`src/rtl/reorder_buffer_pkg.sv`:
```
// Shared definitions for the reorder buffer slice: index width, entry-type codes and entry record.
package reorder_buffer_pkg;

  localparam int unsigned RoB_WIDTH = 3;
  localparam int unsigned RoB_SIZE  = 1 << RoB_WIDTH;
  localparam logic [RoB_WIDTH:0] NON_DEP = 1 << RoB_WIDTH;

  typedef enum logic [1:0] {
    ROB_TYPE_REG    = 2'd0,
    ROB_TYPE_BRANCH = 2'd1,
    ROB_TYPE_STORE  = 2'd2,
    ROB_TYPE_JALR   = 2'd3
  } rob_type_e;

  typedef struct packed {
    logic        busy;
    logic        ready;
    rob_type_e   kind;
    logic [4:0]  rd;
    logic        pred;
    logic        taken;
    logic [31:0] value;
    logic [31:0] target;
  } rob_entry_t;

endpackage

```
`src/rtl/reorder_buffer_if.sv`:
```
// Dispatcher / CDB / RF-commit bundle of the reorder buffer; slave is the RoB side.
interface reorder_buffer_if;
  import reorder_buffer_pkg::*;

  logic                 issue_valid;
  logic [1:0]           issue_type;
  logic [4:0]           issue_rd;
  logic                 issue_pred_taken;
  logic                 issue_ready;
  logic [31:0]          issue_value;
  logic                 rob_full;
  logic [RoB_WIDTH-1:0] rob_tail;

  logic                 cdb_valid;
  logic [RoB_WIDTH-1:0] cdb_index;
  logic [31:0]          cdb_value;
  logic                 cdb_taken;
  logic [31:0]          cdb_target;

  logic [RoB_WIDTH-1:0] q1_index;
  logic [RoB_WIDTH-1:0] q2_index;
  logic                 q1_ready;
  logic                 q2_ready;
  logic [31:0]          q1_value;
  logic [31:0]          q2_value;

  logic                 rf_update_en;
  logic [4:0]           rf_update_reg;
  logic [RoB_WIDTH-1:0] rf_update_index;
  logic [31:0]          rf_update_data;
  logic                 store_commit_en;
  logic                 flush_signal;
  logic [31:0]          flush_pc;

  modport master (
    output issue_valid, issue_type, issue_rd, issue_pred_taken, issue_ready, issue_value,
    output cdb_valid, cdb_index, cdb_value, cdb_taken, cdb_target,
    output q1_index, q2_index,
    input  rob_full, rob_tail, q1_ready, q2_ready, q1_value, q2_value,
    input  rf_update_en, rf_update_reg, rf_update_index, rf_update_data,
    input  store_commit_en, flush_signal, flush_pc
  );

  modport slave (
    input  issue_valid, issue_type, issue_rd, issue_pred_taken, issue_ready, issue_value,
    input  cdb_valid, cdb_index, cdb_value, cdb_taken, cdb_target,
    input  q1_index, q2_index,
    output rob_full, rob_tail, q1_ready, q2_ready, q1_value, q2_value,
    output rf_update_en, rf_update_reg, rf_update_index, rf_update_data,
    output store_commit_en, flush_signal, flush_pc
  );

endinterface

```
`src/rtl/rob_query_port.sv`:
```
// One Dispatcher operand lookup: a same-cycle CDB broadcast to the queried entry wins over stored state.
module rob_query_port
  import reorder_buffer_pkg::*;
(
  input  logic                 cdb_valid,
  input  logic [RoB_WIDTH-1:0] cdb_index,
  input  logic [31:0]          cdb_value,
  input  logic [RoB_WIDTH-1:0] q_index,
  input  logic                 entry_busy,
  input  logic                 entry_ready,
  input  logic [31:0]          entry_value,
  output logic                 q_ready,
  output logic [31:0]          q_value
);

  always_comb begin
    q_ready = 1'b0;
    q_value = '0;
    if (cdb_valid && cdb_index == q_index) begin
      q_ready = 1'b1;
      q_value = cdb_value;
    end else if (entry_busy && entry_ready) begin
      q_ready = 1'b1;
      q_value = entry_value;
    end
  end

endmodule

```
`src/rtl/reorder_buffer.sv`:
```
// In-order retirement queue: allocate at tail, complete via CDB, retire/flush from head.
// Optional ROB_PERF_COUNTER_EN adds commit_count / flush_count outputs.
module reorder_buffer
  import reorder_buffer_pkg::*;
(
  input  logic clk_in,
  input  logic rst_in,
  input  logic rdy_in,
  reorder_buffer_if.slave rob_bus
`ifdef ROB_PERF_COUNTER_EN
  ,
  output logic [31:0] commit_count,
  output logic [31:0] flush_count
`endif
);

  localparam logic [RoB_WIDTH:0] COUNT_FULL = RoB_SIZE[RoB_WIDTH:0];

  rob_entry_t           entry_q [RoB_SIZE];
  rob_entry_t           entry_d [RoB_SIZE];
  logic [RoB_WIDTH-1:0] head_q, head_d;
  logic [RoB_WIDTH-1:0] tail_q, tail_d;
  logic [RoB_WIDTH:0]   count_q, count_d;
  logic                 flush_q, flush_d;
  logic [31:0]          flush_pc_q, flush_pc_d;

  rob_entry_t head_e;
  logic       full;
  logic       flushing;
  logic       active;
  logic       commit;
  logic       alloc;
  logic       cdb_hit;
  logic       mispredict;

  always_comb begin
    head_e     = entry_q[head_q];
    full       = (count_q == COUNT_FULL);
    flushing   = flush_q && rdy_in;
    active     = rdy_in && !flush_q;
    commit     = active && head_e.busy && head_e.ready;
    alloc      = active && rob_bus.issue_valid && !full;
    cdb_hit    = active && rob_bus.cdb_valid && entry_q[rob_bus.cdb_index].busy;
    mispredict = commit &&
                 ((head_e.kind == ROB_TYPE_BRANCH && head_e.taken != head_e.pred) ||
                  (head_e.kind == ROB_TYPE_JALR && head_e.taken));
  end

  // Order matters: CDB update, then allocation, then head release. Head and tail only
  // coincide when empty (no commit) or full (no alloc), so these never collide.
  always_comb begin
    entry_d    = entry_q;
    head_d     = head_q;
    tail_d     = tail_q;
    count_d    = count_q;
    flush_d    = flush_q;
    flush_pc_d = flush_pc_q;
    if (flushing) begin
      for (int unsigned i = 0; i < RoB_SIZE; i++) entry_d[i] = '0;
      head_d  = '0;
      tail_d  = '0;
      count_d = '0;
      flush_d = 1'b0;
    end else begin
      if (cdb_hit) begin
        entry_d[rob_bus.cdb_index].ready  = 1'b1;
        entry_d[rob_bus.cdb_index].value  = rob_bus.cdb_value;
        entry_d[rob_bus.cdb_index].taken  = rob_bus.cdb_taken;
        entry_d[rob_bus.cdb_index].target = rob_bus.cdb_target;
      end
      if (alloc) begin
        entry_d[tail_q].busy   = 1'b1;
        entry_d[tail_q].ready  = rob_bus.issue_ready;
        entry_d[tail_q].kind   = rob_type_e'(rob_bus.issue_type);
        entry_d[tail_q].rd     = rob_bus.issue_rd;
        entry_d[tail_q].pred   = rob_bus.issue_pred_taken;
        entry_d[tail_q].taken  = 1'b0;
        entry_d[tail_q].value  = rob_bus.issue_value;
        entry_d[tail_q].target = '0;
        tail_d = tail_q + 1'b1;
      end
      if (commit) begin
        entry_d[head_q].busy  = 1'b0;
        entry_d[head_q].ready = 1'b0;
        head_d = head_q + 1'b1;
        if (mispredict) begin
          flush_d    = 1'b1;
          flush_pc_d = head_e.target;
        end
      end
      count_d = count_q + {{RoB_WIDTH{1'b0}}, alloc} - {{RoB_WIDTH{1'b0}}, commit};
    end
  end

  always_ff @(posedge clk_in) begin
    if (rst_in) begin
      for (int unsigned i = 0; i < RoB_SIZE; i++) entry_q[i] <= '0;
      head_q     <= '0;
      tail_q     <= '0;
      count_q    <= '0;
      flush_q    <= 1'b0;
      flush_pc_q <= '0;
    end else begin
      entry_q    <= entry_d;
      head_q     <= head_d;
      tail_q     <= tail_d;
      count_q    <= count_d;
      flush_q    <= flush_d;
      flush_pc_q <= flush_pc_d;
    end
  end

  always_comb begin
    rob_bus.rob_full        = full;
    rob_bus.rob_tail        = tail_q;
    rob_bus.rf_update_en    = commit;
    rob_bus.rf_update_reg   = '0;
    rob_bus.rf_update_index = '0;
    rob_bus.rf_update_data  = '0;
    rob_bus.store_commit_en = commit && head_e.kind == ROB_TYPE_STORE;
    rob_bus.flush_signal    = flushing;
    rob_bus.flush_pc        = flush_pc_q;
    if (commit) begin
      rob_bus.rf_update_index = head_q;
      rob_bus.rf_update_data  = head_e.value;
      if (head_e.kind == ROB_TYPE_REG || head_e.kind == ROB_TYPE_JALR)
        rob_bus.rf_update_reg = head_e.rd;
    end
  end

  rob_query_port u_q1 (
    .cdb_valid   (rob_bus.cdb_valid),
    .cdb_index   (rob_bus.cdb_index),
    .cdb_value   (rob_bus.cdb_value),
    .q_index     (rob_bus.q1_index),
    .entry_busy  (entry_q[rob_bus.q1_index].busy),
    .entry_ready (entry_q[rob_bus.q1_index].ready),
    .entry_value (entry_q[rob_bus.q1_index].value),
    .q_ready     (rob_bus.q1_ready),
    .q_value     (rob_bus.q1_value)
  );

  rob_query_port u_q2 (
    .cdb_valid   (rob_bus.cdb_valid),
    .cdb_index   (rob_bus.cdb_index),
    .cdb_value   (rob_bus.cdb_value),
    .q_index     (rob_bus.q2_index),
    .entry_busy  (entry_q[rob_bus.q2_index].busy),
    .entry_ready (entry_q[rob_bus.q2_index].ready),
    .entry_value (entry_q[rob_bus.q2_index].value),
    .q_ready     (rob_bus.q2_ready),
    .q_value     (rob_bus.q2_value)
  );

`ifdef ROB_PERF_COUNTER_EN
  logic [31:0] commit_count_q, commit_count_d;
  logic [31:0] flush_count_q, flush_count_d;

  always_comb begin
    commit_count_d = commit_count_q + {31'd0, commit};
    flush_count_d  = flush_count_q + {31'd0, flushing};
  end

  always_ff @(posedge clk_in) begin
    if (rst_in) begin
      commit_count_q <= '0;
      flush_count_q  <= '0;
    end else begin
      commit_count_q <= commit_count_d;
      flush_count_q  <= flush_count_d;
    end
  end

  assign commit_count = commit_count_q;
  assign flush_count  = flush_count_q;
`endif

endmodule

```
`src/flat_wrapper.sv`:
```
// flat-port wrapper written by rule: the top's interface ports become plain ports
module reorder_buffer_flat import reorder_buffer_pkg::*;
  (clk_in, rst_in, rdy_in, rob_bus_issue_valid, rob_bus_issue_type, rob_bus_issue_rd, rob_bus_issue_pred_taken, rob_bus_issue_ready, rob_bus_issue_value, rob_bus_cdb_valid, rob_bus_cdb_index, rob_bus_cdb_value, rob_bus_cdb_taken, rob_bus_cdb_target, rob_bus_q1_index, rob_bus_q2_index, rob_bus_rob_full, rob_bus_rob_tail, rob_bus_q1_ready, rob_bus_q2_ready, rob_bus_q1_value, rob_bus_q2_value, rob_bus_rf_update_en, rob_bus_rf_update_reg, rob_bus_rf_update_index, rob_bus_rf_update_data, rob_bus_store_commit_en, rob_bus_flush_signal, rob_bus_flush_pc);
  reorder_buffer_if rob_bus_i ();
  input  logic clk_in;
  input  logic rst_in;
  input  logic rdy_in;
  input wire logic [$bits(rob_bus_i.issue_valid)-1:0] rob_bus_issue_valid;
  input wire logic [$bits(rob_bus_i.issue_type)-1:0] rob_bus_issue_type;
  input wire logic [$bits(rob_bus_i.issue_rd)-1:0] rob_bus_issue_rd;
  input wire logic [$bits(rob_bus_i.issue_pred_taken)-1:0] rob_bus_issue_pred_taken;
  input wire logic [$bits(rob_bus_i.issue_ready)-1:0] rob_bus_issue_ready;
  input wire logic [$bits(rob_bus_i.issue_value)-1:0] rob_bus_issue_value;
  input wire logic [$bits(rob_bus_i.cdb_valid)-1:0] rob_bus_cdb_valid;
  input wire logic [$bits(rob_bus_i.cdb_index)-1:0] rob_bus_cdb_index;
  input wire logic [$bits(rob_bus_i.cdb_value)-1:0] rob_bus_cdb_value;
  input wire logic [$bits(rob_bus_i.cdb_taken)-1:0] rob_bus_cdb_taken;
  input wire logic [$bits(rob_bus_i.cdb_target)-1:0] rob_bus_cdb_target;
  input wire logic [$bits(rob_bus_i.q1_index)-1:0] rob_bus_q1_index;
  input wire logic [$bits(rob_bus_i.q2_index)-1:0] rob_bus_q2_index;
  output wire logic [$bits(rob_bus_i.rob_full)-1:0] rob_bus_rob_full;
  output wire logic [$bits(rob_bus_i.rob_tail)-1:0] rob_bus_rob_tail;
  output wire logic [$bits(rob_bus_i.q1_ready)-1:0] rob_bus_q1_ready;
  output wire logic [$bits(rob_bus_i.q2_ready)-1:0] rob_bus_q2_ready;
  output wire logic [$bits(rob_bus_i.q1_value)-1:0] rob_bus_q1_value;
  output wire logic [$bits(rob_bus_i.q2_value)-1:0] rob_bus_q2_value;
  output wire logic [$bits(rob_bus_i.rf_update_en)-1:0] rob_bus_rf_update_en;
  output wire logic [$bits(rob_bus_i.rf_update_reg)-1:0] rob_bus_rf_update_reg;
  output wire logic [$bits(rob_bus_i.rf_update_index)-1:0] rob_bus_rf_update_index;
  output wire logic [$bits(rob_bus_i.rf_update_data)-1:0] rob_bus_rf_update_data;
  output wire logic [$bits(rob_bus_i.store_commit_en)-1:0] rob_bus_store_commit_en;
  output wire logic [$bits(rob_bus_i.flush_signal)-1:0] rob_bus_flush_signal;
  output wire logic [$bits(rob_bus_i.flush_pc)-1:0] rob_bus_flush_pc;
  assign rob_bus_i.issue_valid = rob_bus_issue_valid;
  assign rob_bus_i.issue_type = rob_bus_issue_type;
  assign rob_bus_i.issue_rd = rob_bus_issue_rd;
  assign rob_bus_i.issue_pred_taken = rob_bus_issue_pred_taken;
  assign rob_bus_i.issue_ready = rob_bus_issue_ready;
  assign rob_bus_i.issue_value = rob_bus_issue_value;
  assign rob_bus_i.cdb_valid = rob_bus_cdb_valid;
  assign rob_bus_i.cdb_index = rob_bus_cdb_index;
  assign rob_bus_i.cdb_value = rob_bus_cdb_value;
  assign rob_bus_i.cdb_taken = rob_bus_cdb_taken;
  assign rob_bus_i.cdb_target = rob_bus_cdb_target;
  assign rob_bus_i.q1_index = rob_bus_q1_index;
  assign rob_bus_i.q2_index = rob_bus_q2_index;
  assign rob_bus_rob_full = rob_bus_i.rob_full;
  assign rob_bus_rob_tail = rob_bus_i.rob_tail;
  assign rob_bus_q1_ready = rob_bus_i.q1_ready;
  assign rob_bus_q2_ready = rob_bus_i.q2_ready;
  assign rob_bus_q1_value = rob_bus_i.q1_value;
  assign rob_bus_q2_value = rob_bus_i.q2_value;
  assign rob_bus_rf_update_en = rob_bus_i.rf_update_en;
  assign rob_bus_rf_update_reg = rob_bus_i.rf_update_reg;
  assign rob_bus_rf_update_index = rob_bus_i.rf_update_index;
  assign rob_bus_rf_update_data = rob_bus_i.rf_update_data;
  assign rob_bus_store_commit_en = rob_bus_i.store_commit_en;
  assign rob_bus_flush_signal = rob_bus_i.flush_signal;
  assign rob_bus_flush_pc = rob_bus_i.flush_pc;
  reorder_buffer u_core (.clk_in(clk_in), .rst_in(rst_in), .rdy_in(rdy_in), .rob_bus(rob_bus_i));
endmodule
```
`config.mk`:
```
export PLATFORM = sky130hd
export DESIGN_NAME = reorder_buffer_flat
export DESIGN_NICKNAME = d
export VERILOG_FILES = /design/src/rtl/reorder_buffer_pkg.sv /design/src/rtl/reorder_buffer_if.sv /design/src/rtl/rob_query_port.sv /design/src/rtl/reorder_buffer.sv /design/src/flat_wrapper.sv
export SDC_FILE = /design/constraint.sdc
export NUM_CORES = 2
export LEC_CHECK = 0
export CORE_MARGIN = 1.5
export CORE_UTILIZATION = 60
export DETAILED_ROUTE_END_ITERATION = 10
export GPL_TIMING_DRIVEN = 1
export MAX_ROUTING_LAYER = met4
export PLACE_DENSITY = 0.81
export SLEW_MARGIN = 5
export SYNTH_ARGS = -nofsm -noshare
export SYNTH_HDL_FRONTEND = slang
export SYNTH_HIERARCHICAL = 1
export SYNTH_SLANG_ARGS = --single-unit
export TNS_END_PERCENT = 10
```
`constraint.sdc`:
```
create_clock -name clk_in -period 4.6 [get_ports clk_in]
set_clock_uncertainty 0.2 [all_clocks]
set_input_delay 0.69 -clock clk_in [delete_from_list [all_inputs] [get_ports clk_in]]
set_output_delay 0.69 -clock clk_in [all_outputs]
set_load 0.03 [all_outputs]
```
### After elaboration in Yosys (flattened, before gate mapping)

Cells that the tools add are included.

* word-level logic and storage cells: 192
* bits in registers: 643
* output and inout port bits: 145
* bits of input ports: 120

* bitwise logic cells: 6
* eq/ne operators: 7
* add/sub/neg operators: 4
* magnitude comparators: 8
* reductions and logical operators: 27
* multiplexer cells: 71

Operator list (count)
* 600-bit bitwise mux: 14
* 75-bit demux with 3-bit select: 14
* 600-bit 2-to-1 mux: 5
* 75-bit binary-select mux with 3-bit select: 4
* 75-bit 2-to-1 mux: 10
* 32-bit 2-to-1 mux: 7
* 74-bit 2-to-1 mux: 3
* 65-bit 2-to-1 mux: 2
* 64-bit 2-to-1 mux: 2
* 73-bit 2-to-1 mux: 1
* 71-bit 2-to-1 mux: 1
* 66-bit 2-to-1 mux: 1
* 4-bit >= comparator, second input constant: 5
* 3-bit NOT with 4-bit output: 5
* 1-bit logical AND: 19
* 4-bit by 1-bit less-than comparator with 1-bit output, second input constant: 3
* 5-bit 2-to-1 mux: 2
* 3-bit by 1-bit adder with 3-bit output, second input constant: 2
* 3-bit equality test: 2
* 4-bit by 1-bit adder with 4-bit output: 1
* 2-bit equality test, second input constant: 2
* 4-bit equality test, second input constant: 1
* 1-bit 2-to-1 mux: 4
* 4-bit by 1-bit subtractor with 4-bit output: 1
* 10 further kinds: 12

### Logic depth before layout (Yosys ltp)

* depth after elaboration: 24
* depth in mapped cells: 18
* mapped depth without buffers: 12

### By module

The synthesis kept the hierarchy.

Modules (own cells, without submodules)
* reorder_buffer: area each 34307.9 um2, cells each 4166, sequential area each 12872.3 um2, times used 1
* rob_query_port: area each 772.0 um2, cells each 79, sequential area each 0.0 um2, times used 2

### Worst setup path before layout

Ideal clock, no wire load.

* path kind: in2out
* from: input port rob_bus_q1_index[1]
* to: output port rob_bus_q1_value[22]
* path buffers: 4
* required time: 3.710 ns
* path slack: 0.695 ns
* arrival: 3.015 ns
* stages: 8
* cell sequence: clkbuf_1 -> clkbuf_1 -> clkbuf_1 -> mux4_2 -> mux2_2 -> clkbuf_1 -> and3_1 -> mux2_4

* word-level cells in the longest chain between the ends: 7
* elaborated cells on any way between the ends: 9
* classes of those cells: eq/ne: 1; mux: 5; bitwise: 1; reduce/logical: 2

RTL lines
* from (decl): line flat_wrapper.sv:19 `input wire logic [$bits(rob_bus_i.q1_index)-1:0] rob_bus_q1_index;`
* 3-bit NOT with 4-bit output (implied by the code): line reorder_buffer.sv:136, reorder_buffer.sv:137, reorder_buffer.sv:138
* 75-bit binary-select mux with 3-bit select: line reorder_buffer.sv:136, reorder_buffer.sv:137, reorder_buffer.sv:138
* 75-bit 2-to-1 mux (implied by the code) (2 in series): line reorder_buffer.sv:136 `.entry_busy (entry_q[rob_bus.q1_index].busy),`
* 1-bit logical AND: line rob_query_port.sv:22 `end else if (entry_busy && entry_ready) begin`
* 32-bit 2-to-1 mux: line rob_query_port.sv:22
* 32-bit 2-to-1 mux *: line rob_query_port.sv:19 `if (cdb_valid && cdb_index == q_index) begin`
* to (decl): line flat_wrapper.sv:25 `output wire logic [$bits(rob_bus_i.q1_value)-1:0] rob_bus_q1_value;`

Mark *: on every way between the ends. The rest lies on a longest branch, timed or not. The select of a mux whose other input is x is not followed.

### Worst setup path after layout

* from: register u_core.head_q[1]
* to: output port rob_bus_rf_update_data[11]

* word-level cells in the longest chain between the ends: 7

RTL lines
* from (decl): line reorder_buffer.sv:21 `logic [RoB_WIDTH-1:0] head_q, head_d;`
* from (signal assigned): line reorder_buffer.sv:98 `head_q <= '0;`
* from (signal assigned): line reorder_buffer.sv:105 `head_q <= head_d;`
* 3-bit NOT with 4-bit output (implied by the code) *: line reorder_buffer.sv:37 `head_e = entry_q[head_q];`
* 75-bit binary-select mux with 3-bit select *: line reorder_buffer.sv:37
* 75-bit 2-to-1 mux (implied by the code) * (2 in series): line reorder_buffer.sv:37
* 1-bit logical AND (2 in series): line reorder_buffer.sv:41 `commit = active && head_e.busy && head_e.ready;`
* 32-bit 2-to-1 mux *: line reorder_buffer.sv:123 `if (commit) begin`
* to (decl): line flat_wrapper.sv:30 `output wire logic [$bits(rob_bus_i.rf_update_data)-1:0] rob_bus_rf_update_data;`

Marks and branches as above.

==> results.rst <==
.. list-table::
   :header-rows: 1

   * - Metric
     - Value
   * - Worst relative slew slack
     - 18.9%
   * - TritonCTS clock tree
     - built
   * - Per-cell routed wire length
     - 24.8 um
   * - Detailed-routing iteration count for the pre-antenna-repair pass
     - 7
   * - Vias per std cell
     - 6.73
   * - Placement row count
     - 89
   * - Status
     - finished, final reports clean
   * - Endpoints failing setup
     - 0
   * - Multi-input combinational cell area
     - 21000 sq um
   * - CTS-repair resized insts
     - 0
   * - Power per unit of standard cell area
     - 311 nW/um^2
   * - Final weighted congestion of routability-driven global placement
     - 0.940
   * - Count of hold buffers inserted by post-cts repair
     - 0
   * - Worst path slowest cell
     - dfxtp_4
   * - Number of storage elements in the synthesis netlist
     - 643
   * - Nature of the critical path startpoint
     - flip-flop
   * - Area inside the core boundary
     - 59000 sq um
   * - Crit path cell chain
     - a211oi_1, o32ai_2, nand2_2, buf_4, a211oi_1, buf_4
   * - Share of flip-flops with an asynchronous set or reset after synthesis
     - 0%
   * - Global routing usage summed across all routing layers
     - 41.9%
   * - Peak fanout along the critical path
     - 41
   * - Final Hold Vio Count
     - 0
   * - Number of library cell types mapped by synthesis
     - 58
   * - Remaining global-route overflow
     - 0
   * - Initial core utilization
     - 60.7%
   * - CTS sink count
     - 643
   * - Post-CTS clock slew at the launch and capture registers of the worst setup and hold paths
     - 0.06 ns
   * - Proportion of layout cells with a drive suffix above 1
     - 15.3%
   * - Number of antenna violations at the first check in global routing
     - 6
   * - WP data arrival
     - 3.67 ns
   * - Commonest register cell after synthesis
     - dfxtp_1
   * - Clk_lat worst skew
     - 0.63 ns
   * - Hpwl dp
     - 74000 um
   * - Post-route ant nets
     - 0
   * - Post-placement cell count
     - 5015
   * - Register area share after synthesis
     - 35.9%
   * - Die height
     - 247 um
   * - Number of DRC markers after the initial detailed-route iteration
     - 4871
   * - Synth-to-Final Area Change
     - 14.8%
   * - Number of port buffers
     - 264
   * - Avg Inst Size Synth
     - 8.29 sq um
   * - Syn Inst Count
     - 4324
   * - RSZ-0062 raised after global routing
     - no
   * - Leading cell types in the layout, fill and taps excluded
     - nand2_1 (1015), dfxtp_1 (640), a21oi_1 (490), nor2_1 (382), clkdlybuf4s50_1 (216)
   * - Clock tree root buffer cell
     - clkbuf_16
   * - Fillers
     - 4452
   * - Final-report max-slew violation count
     - 0
   * - Area of the die
     - 61200 sq um
   * - Leak
     - 14.9 nW
   * - WP data required
     - 3.71 ns
   * - Top-level I/O count
     - 265
   * - Maximum frequency from static timing analysis
     - 219 MHz
   * - Vias
     - 34600
   * - Number of warnings reported in the yosys synthesis log
     - 6
   * - Number of flops mapped to enable cells by yosys
     - 0
   * - Via count of the first global-routing pass
     - 33500
   * - Number of H-tree branching levels
     - 3
   * - Critical path buffer and inverter count
     - 2
   * - Detailed-route wire length
     - 128000 um
   * - Post-Syn Nets
     - 4455
   * - Total power after layout
     - 0.0128 W
   * - Post-CTS setup-driven buffer insertion count
     - 0
   * - Global-route wire length before repair
     - 193000 um
   * - Critical path class
     - reg2out
   * - Biggest cell delay along the critical path
     - 0.75 ns
   * - Most common cell after layout, fill and taps aside
     - nand2_1
   * - Net count reported at finish
     - 4445
   * - Actual slew at the worst max-slew pin
     - 1.22 ns
   * - Final std cells w/o fill
     - 5147
   * - Number of remaining DRC errors
     - 0
   * - Max capacitance violation total
     - 0
   * - Worst hold-check path type
     - reg2reg
   * - Setup TNS after final layout
     - 0 ns
   * - Kind of end point of the critical path
     - output port
   * - Shortest clock period the worst path allows after layout
     - 4.56 ns
   * - Cell family contributing the most delay on the critical path
     - compound AO/OA/AOI/OAI gates
   * - Post-synthesis cell area
     - 35900 sq um
   * - VDD IR max
     - 0.000333 V
   * - Horizontal die dimension
     - 247 um
   * - Number of buffers created by CTS
     - 70
   * - Maximum buffer depth of the clock tree
     - 3
   * - Largest net degree at the start of global routing
     - 120
   * - Portion of the clock cycle consumed by the worst path in the final layout
     - 99.1%
   * - Area taken by flip-flops and latches
     - 12900 sq um
-- Yosys cell counts (6+ instances only) --
library cell / n / share of area (%)
ha_1: 10 / 0.35
a22oi_1: 21 / 0.44
nand2_1: 1018 / 11
buf_4: 54 / 1.1
a31oi_1: 6 / 0.10
mux2i_1: 203 / 5.7
nor2b_1: 27 / 0.47
mux2_4: 58 / 2.4
nor3_1: 31 / 0.43
buf_1: 40 / 0.42
a211oi_1: 145 / 3.0
clkbuf_1: 297 / 3.1
mux4_2: 185 / 12
o22ai_1: 56 / 0.98
nand3_1: 138 / 1.9
nor2_1: 382 / 4.0
buf_6: 11 / 0.35
inv_1: 12 / 0.13
mux2_2: 114 / 3.6
o21ai_0: 163 / 2.3
or3_1: 30 / 0.52
buf_2: 57 / 0.80
dfxtp_1: 643 / 36
xnor2_1: 9 / 0.22
a21oi_1: 490 / 6.8
and3_1: 73 / 1.3
-- logic make-up after synthesis --
| logic type | share of synthesized area, % |
|---|---|
| flip-flops | 35.9 |
| AND/OR/NAND/NOR | 19.9 |
| XOR/XNOR | 0.269 |
| AO/OA/AOI/OAI | 14.1 |
| buffers and inverters | 5.99 |
| multiplexers | 23.4 |
| adder cells (fa/ha/maj) | 0.405 |
-- routing by layer --
layer,vias to the layer above,GRT usage [%],wire length [um]
met5,-,-,0
met4,0,25.4,7930
met3,674,11.3,18800
met2,2749,61.4,55600
met1,16200,51.6,45300
li1,15000,-,-
-- worst reg2reg max path: stages (launching register included) --
cell       delay [ns]
dfxtp_4          0.71
buf_4            0.53
a2bb2oi_1        0.18
o2111a_1         0.34
nand2_2          0.31
inv_1            0.12
buf_4            0.18
ha_1             0.27
inv_1            0.04
ha_1             0.20
fa_1             0.41
xnor2_1          0.17
nor2_1           0.05
-- cell type report --
cell class / instances / area share (%)
Sequential cell: 643 / 31.3
Multi-Input combinational cell: 3208 / 51.0
Clock buffer: 105 / 5.06
Timing Repair Buffer: 378 / 9.56
Antenna cell: 6 / 0.0365
Clock inverter: 21 / 0.599
Inverter: 13 / 0.119
Tap cell: 773 / 2.35
-- sequential cells by signal (all words and copies together) (netlist names), named ones only --
signal	count
u_core/rob_bus.rob_tail	3
u_core/head_q	3
u_core/entry_q	536
u_core/rob_bus.flush_pc	32
u_core/flush_q	1
u_core/count_q	4
-- worst paths after layout --
kind                                 to  depth (start not counted)              from  slack [ns]
min reg2reg                   flip-flop                          2         flip-flop        0.25
min                           flip-flop                          2         flip-flop        0.25
max reg2reg           u_core/count_q[2]                         12  u_core/head_q[2]        0.74
max          rob_bus_rf_update_data[11]                          6  u_core/head_q[1]        0.04
-- where the power goes --
group          switching (W)  internal [W]  total (W)
sequential          0.000106       0.00566    0.00577
combinational       0.000771      0.000518    0.00129
clock                0.00243       0.00333    0.00575
total                0.00330       0.00951     0.0128
-- metrics by stage --
step                hold WS [ns]  util [%]  cell area [sq um]  setup WS (ns)
finish                     0.252      69.8              41200         0.0432
global route               0.266      69.8              41200         0.0447
CTS                        0.252      69.7              41200          0.197
detailed placement         0.244      65.8              38800          0.392
global placement           0.239      65.8              38800          0.435
floorplan                  0.233         -              35900          0.695
Power figures use the tool's default switching activity.
